<file path="config.mk">
export PLATFORM = sky130hd
export DESIGN_NAME = wta_window_classifier
export DESIGN_NICKNAME = d
export VERILOG_FILES = /design/src/rtl/wta_pkg.sv /design/src/rtl/wta_sat_counter.sv /design/src/rtl/wta_window_classifier.sv
export SDC_FILE = /design/constraint.sdc
export NUM_CORES = 1
export LEC_CHECK = 0
export BUFFER_PORTS_ARGS = -buffer_cell sky130_fd_sc_hd__buf_2
export CAP_MARGIN = 10
export CORE_UTILIZATION = 40
export CTS_BUF_LIST = sky130_fd_sc_hd__clkbuf_4 sky130_fd_sc_hd__clkbuf_8 sky130_fd_sc_hd__clkbuf_16
export CTS_CLUSTER_DIAMETER = 80
export CTS_CLUSTER_SIZE = 20
export DETAILED_ROUTE_END_ITERATION = 12
export MAX_ROUTING_LAYER = met4
export SYNTH_ARGS = -nofsm -noshare
export SYNTH_HDL_FRONTEND = slang
export SYNTH_SLANG_ARGS = --single-unit
</file>
<file path="constraint.sdc">
create_clock -name clk_i -period 10.3 [get_ports clk_i]
set_clock_uncertainty 0.15 [all_clocks]
set_input_delay 3.09 -clock clk_i [delete_from_list [all_inputs] [get_ports clk_i]]
set_output_delay 3.09 -clock clk_i [all_outputs]
set_load 0.01 [all_outputs]
</file>
<file path="src/rtl/wta_pkg.sv">
// Shared types and helpers for the windowed winner-take-all classifier.
// FSM state encoding, mode constants and index-width helper.
package wta_pkg;

  typedef enum logic [1:0] {
    IDLE  = 2'd0,
    COUNT = 2'd1,
    SCAN  = 2'd2,
    DONE  = 2'd3
  } state_e;

  localparam logic MODE_MAX   = 1'b0;
  localparam logic MODE_FIRST = 1'b1;

  function automatic int idx_width(input int n);
    return (n <= 1) ? 1 : $clog2(n);
  endfunction

endpackage

</file>
<file path="src/rtl/wta_sat_counter.sv">
// Per-node spike counter that sticks at all-ones instead of wrapping.
// Clear has priority over increment.
module wta_sat_counter #(
  parameter int CNT_W = 16
) (
  input  logic             clk_i,
  input  logic             rst_i,
  input  logic             clr_i,
  input  logic             inc_i,
  output logic [CNT_W-1:0] cnt_o
);

  always_ff @(posedge clk_i) begin
    if (rst_i) begin
      cnt_o <= '0;
    end else if (clr_i) begin
      cnt_o <= '0;
    end else if (inc_i && (cnt_o != '1)) begin
      cnt_o <= cnt_o + CNT_W'(1);
    end
  end

endmodule

</file>
<file path="src/rtl/wta_window_classifier.sv">
// Windowed winner-take-all classifier: counts spikes per node over a window,
// then picks the winner by a one-node-per-cycle argmax scan or first spike.
module wta_window_classifier
  import wta_pkg::*;
#(
  parameter int NUM_NODES = 10,
  parameter int CNT_W     = 16,
  parameter int WIN_W     = 16,
  localparam int IDX_W    = idx_width(NUM_NODES)
) (
  input  logic                 clk_i,
  input  logic                 rst_i,
  input  logic [NUM_NODES-1:0] nodes_i,
  input  logic                 start_i,
  input  logic                 mode_i,
  input  logic [WIN_W-1:0]     window_len_i,
  output logic                 busy_o,
  output logic                 valid_o,
  output logic [IDX_W-1:0]     winner_o,
  output logic [CNT_W-1:0]     winner_cnt_o,
  output logic                 no_winner_o,
  output logic                 spike_o
);

  localparam logic [IDX_W-1:0] LAST_IDX = IDX_W'(NUM_NODES - 1);

  state_e           state_q, state_d;
  logic [WIN_W-1:0] win_q, win_d;
  logic             mode_q, mode_d;
  logic [IDX_W-1:0] idx_q, idx_d;
  logic [IDX_W-1:0] best_idx_q, best_idx_d;
  logic [CNT_W-1:0] best_cnt_q, best_cnt_d;
  logic [IDX_W-1:0] first_idx, res_idx;
  logic [CNT_W-1:0] res_cnt, scan_cnt;
  logic             start_ok, res_we, cnt_en;
  logic             have_result;

  logic [CNT_W-1:0] node_cnt [NUM_NODES];

  assign cnt_en = (state_q == COUNT);

  for (genvar g = 0; g < NUM_NODES; g++) begin : g_cnt
    wta_sat_counter #(
      .CNT_W(CNT_W)
    ) u_cnt (
      .clk_i(clk_i),
      .rst_i(rst_i),
      .clr_i(start_ok),
      .inc_i(cnt_en & nodes_i[g]),
      .cnt_o(node_cnt[g])
    );
  end

  assign scan_cnt = node_cnt[idx_q];

  // Walk downwards so the lowest set index is the one left standing.
  always_comb begin
    first_idx = '0;
    for (int i = NUM_NODES - 1; i >= 0; i--) begin
      if (nodes_i[i]) first_idx = IDX_W'(i);
    end
  end

  always_ff @(posedge clk_i) begin
    if (rst_i) state_q <= IDLE;
    else       state_q <= state_d;
  end

  always_comb begin
    state_d    = state_q;
    start_ok   = 1'b0;
    win_d      = win_q;
    mode_d     = mode_q;
    idx_d      = idx_q;
    best_idx_d = best_idx_q;
    best_cnt_d = best_cnt_q;
    res_we     = 1'b0;
    res_idx    = '0;
    res_cnt    = '0;
    unique case (state_q)
      IDLE: begin
        if (start_i && (window_len_i != '0)) begin
          start_ok   = 1'b1;
          win_d      = window_len_i;
          mode_d     = mode_i;
          idx_d      = '0;
          best_idx_d = '0;
          best_cnt_d = '0;
          state_d    = COUNT;
        end
      end
      COUNT: begin
        win_d = win_q - WIN_W'(1);
        if ((mode_q == MODE_FIRST) && (nodes_i != '0)) begin
          res_we  = 1'b1;
          res_idx = first_idx;
          res_cnt = CNT_W'(1);
          state_d = DONE;
        end else if (win_q == WIN_W'(1)) begin
          state_d = SCAN;
        end
      end
      SCAN: begin
        // Strictly greater keeps ties on the lowest index.
        if (scan_cnt > best_cnt_q) begin
          best_cnt_d = scan_cnt;
          best_idx_d = idx_q;
        end
        if (idx_q == LAST_IDX) begin
          res_we  = 1'b1;
          res_idx = best_idx_d;
          res_cnt = best_cnt_d;
          state_d = DONE;
        end else begin
          idx_d = idx_q + IDX_W'(1);
        end
      end
      DONE: begin
        state_d = IDLE;
      end
      default: begin
        state_d = IDLE;
      end
    endcase
  end

  always_ff @(posedge clk_i) begin
    if (rst_i) begin
      win_q        <= '0;
      mode_q       <= MODE_MAX;
      idx_q        <= '0;
      best_idx_q   <= '0;
      best_cnt_q   <= '0;
      winner_o     <= '0;
      winner_cnt_o <= '0;
      no_winner_o  <= 1'b0;
      have_result  <= 1'b0;
    end else begin
      win_q      <= win_d;
      mode_q     <= mode_d;
      idx_q      <= idx_d;
      best_idx_q <= best_idx_d;
      best_cnt_q <= best_cnt_d;
      if (start_ok) have_result <= 1'b0;
      if (res_we) begin
        winner_o     <= res_idx;
        winner_cnt_o <= res_cnt;
        no_winner_o  <= (res_cnt == '0);
        have_result  <= 1'b1;
      end
    end
  end

  assign busy_o  = (state_q != IDLE);
  assign valid_o = (state_q == DONE);
  assign spike_o = have_result & ~no_winner_o & nodes_i[winner_o];

endmodule

</file>
==> run_results.csv <==
group,metric,value,unit
clock_network,postCtsHoldBufs,0,
global_routing,met1_usage,0.293,
clock_network,clk_latency,0.50,ns
synth,synth-async-reset-ratio,0,
timing,final.setup.tns,0,ns
clock_network,clk_pin_slew_worst_paths,0.07,ns
detailed_routing,wl,31500,µm
floorplanning,die_w,175,µm
layout,nets,1473,
timing,max_freq,132,MHz
global_routing,antenna_found_initial,0,
setup_path,startpoint,"nodes_i[7]",
global_routing,grt_max_degree,95,
synth,synth_area,12000,µm²
detailed_routing,vias_per_cell,5.64,
global_routing,grt_pass1_wl,50700,µm
timing,slew_violations,0,
timing,rsz0062_at_grt,"false",
power,ir_worst_vdd,0.0857,mV
clock_network,cts_root_buf,"clkbuf_16",
synth,syn-mean-instance-area,8.56,µm²
setup_path,crit_arrival,4.36,ns
synth,ys_seq_elements,225,
setup_path,reg2reg_slack,4.62,ns
detailed_routing,wl_per_cell,17.4,µm
flow_run,cap_viol_max_count,0,
timing,finalHoldViolCount,0,
floorplanning,ios,54,
timing,setup_viol,0,
synth,synth_ff_type,"dfxtp_1",
synth,synth_warnings,0,
floorplanning,die_h,175,µm
global_routing,grt_usage,0.211,
setup_path,crit_end,"spike_o",
placement,gp_congestion,0.882,
clock_network,clock_path_buffers,3,
global_routing,grt.busiest_layer,"met2",
global_routing,grt_remaining_overflow,0,
placement,io_buffers,53,
placement,hpwlAfterDp,22800,µm
synth,synth_top_area_share,0.376,
detailed_routing,num_vias,10189,
setup_path,start_kind,"primary input",
synth,synth-edff-count,0,
synth,yosysTopAreaCell,"dfxtp_1",
setup_path,cp-end-kind,"output pin",
floorplanning,initial_core_util,0.405,
clock_network,cts_tree,"done",
min_path,hp-class,"flip-flop to flip-flop",
layout,synthToLayoutAreaGrowth,8.93,%
detailed_routing,ant_nets,0,
setup_path,ff2ff_path_depth,11,
layout,instances_no_fill,1806,
global_routing,use_met2,0.321,
clock_network,clock-sinks,225,
global_routing,gr-usage-met3,0.0228,
synth,synth_most_common_cell,"dfxtp_1",
timing,finalCritPeriodShare,0.738,
synth,yosys-top-cells-count,"225 x dfxtp_1, 208 x nor2_1, 108 x nand2_1, 78 x xor2_1, 73 x a21oi_1",
clock_network,post_cts_resized,0,
clock_network,numCtsBuffers,16,
detailed_routing,drt_iter0_drc,809,
placement,placed_cells,1779,
synth,synth_area_leaders,"dfxtp_1 38%, nor2_1 6.5%, mux4_2 5.8%",
synth,syn_nets,1465,
clock_network,htreeDepth,1,
synth,yosysSeqAreaShare,0.376,
detailed_routing,drc,0,
global_routing,grt_pass1_vias,9381,
floorplanning,core_area,29600,µm²
status,outcome,"completed",
timing,worstMarginPinSlew,1.08,ns
setup_path,path_max_fanout,6,
setup_path,critPathKind,"primary input to output pin",
power,leakagePower,4.33,nW
synth,synth_cell_type_count,60,
power,powerDensity,167,nW/µm²
floorplanning,rows,63,
layout,layout-drive-gt1-share,0.0954,
setup_path,critPathRequiredTime,7.06,ns
detailed_routing,drt_pass1_iterations,5,
timing,fin_crit,7.60,ns
timing,slew_headroom,0.271,
floorplanning,die-area,30700,µm²
setup_path,r2r_start,"idx_q[0]$_SDFFE_PP0P_",
setup_path,r2r_end,"no_winner_o$_SDFFE_PP0P_",
synth,syn-instance-count,1400,
clock_network,cts_setup_buffers,0,
==> kinds of logic after synthesis <==
kind of cell / count (synthesis) / synth area share
simple gates: 577 / 0.231
buf+inv: 120 / 0.0395
compound gates: 241 / 0.130
fa+ha+maj: 35 / 0.0365
xor+xnor: 135 / 0.0987
flops: 225 / 0.376
mux: 67 / 0.0883
==> power breakdown <==
part	internal (mW)	total, mW	switching (mW)
logic	0.191	0.558	0.367
clock network	0.323	0.653	0.330
registers	0.911	0.967	0.0557
total	1.42	2.18	0.752
==> layer usage <==
layer / part of all wire / vias to the layer above
li1: - / 5023
met1: 0.49 / 4914
met2: 0.45 / 208
met3: 0.038 / 44
met4: 0.028 / 0
met5: 0 / -
==> placed cells by master (no fill, tap or decap), types with 4 or more instances in the layout <==
cell	netlist	routed
xnor2_1	57	57
nand3_1	68	68
nor2b_1	11	11
a41oi_1	4	4
and4_1	15	15
or3b_2	4	4
o21ai_0	59	59
a21oi_1	73	73
and2_1	7	7
nand4_1	42	42
and3_1	15	15
mux2i_1	36	36
buf_4	2	10
o2bb2ai_1	4	4
xor2_1	78	78
a21o_1	4	4
nand2b_1	6	5
a32oi_1	15	15
a22oi_1	15	15
ha_1	35	34
o32ai_1	6	6
nor2_1	208	208
mux4_2	31	31
nor4_1	23	23
inv_1	45	45
o311a_1	7	7
buf_2	12	53
or3_1	17	17
clkbuf_16	0	17
dfxtp_1	225	223
nor3_1	39	39
nand3b_1	4	4
a211oi_1	9	9
nand2_1	108	108
o22ai_1	10	10
a31oi_1	5	5
==> worst max-delay path: stages <==
cell	delay, ns
buf_2	0.16
mux4_2	0.48
mux2i_1	0.25
nor2_1	0.07
a21oi_1	0.12
nor3b_1	0.06
buf_2	0.13
==> sequential cells by signal, summed over array words and instances, names as in the netlist <==
| register | flops |
|---|---|
| g_cnt.u_cnt.cnt_o | 160 |
| best_cnt_q | 16 |
| win_q | 16 |
| winner_cnt_o | 16 |
| best_idx_q | 4 |
| idx_q | 4 |
| winner_o | 4 |
| state_q | 2 |
| have_result | 1 |
| mode_q | 1 |
| no_winner_o | 1 |
==> worst min path at each step <==
stage,end,slack (ns),cells past startpoint,from
4_1_cts,winner_cnt_o[11]$_SDFFE_PP0P_,0.31,2,winner_cnt_o[11]$_SDFFE_PP0P_
2_1_floorplan,have_result$_SDFFE_PP0P_,0.30,2,have_result$_SDFFE_PP0P_
3_5_place_dp,winner_cnt_o[11]$_SDFFE_PP0P_,0.29,2,winner_cnt_o[11]$_SDFFE_PP0P_
3_3_place_gp,winner_cnt_o[3]$_SDFFE_PP0P_,0.28,2,winner_cnt_o[3]$_SDFFE_PP0P_
6_report,winner_cnt_o[11]$_SDFFE_PP0P_,0.30,2,winner_cnt_o[11]$_SDFFE_PP0P_
5_1_grt,winner_cnt_o[15]$_SDFFE_PP0P_,0.33,2,winner_cnt_o[15]$_SDFFE_PP0P_
==> layout make-up <==
class / instances / area (µm²)
fillers: 2939 / 16500
multi-input cells: 1055 / 7020
flip-flops and latches: 225 / 4510
well taps: 390 / 488
clock buffers: 20 / 460
repair buffers: 64 / 355
inverters: 46 / 173
clock inverters: 5 / 43.8
diodes: 1 / 2.50
==> stage by stage <==
step           total power, mW  cell area (µm²)  hold WS (ns)  worst slack (ns)  utilization
4_1_cts                   2.19            13000         0.306              2.72        0.441
3_3_place_gp              1.53            12500         0.279              2.68        0.424
5_1_grt                   2.29            13100         0.335              2.59        0.442
2_1_floorplan             1.40            12000         0.298              3.17            -
6_report                  2.18            13100         0.298              2.70        0.442
3_5_place_dp              1.54            12500         0.289              2.72        0.424
Power figures use the tool's default switching activity.
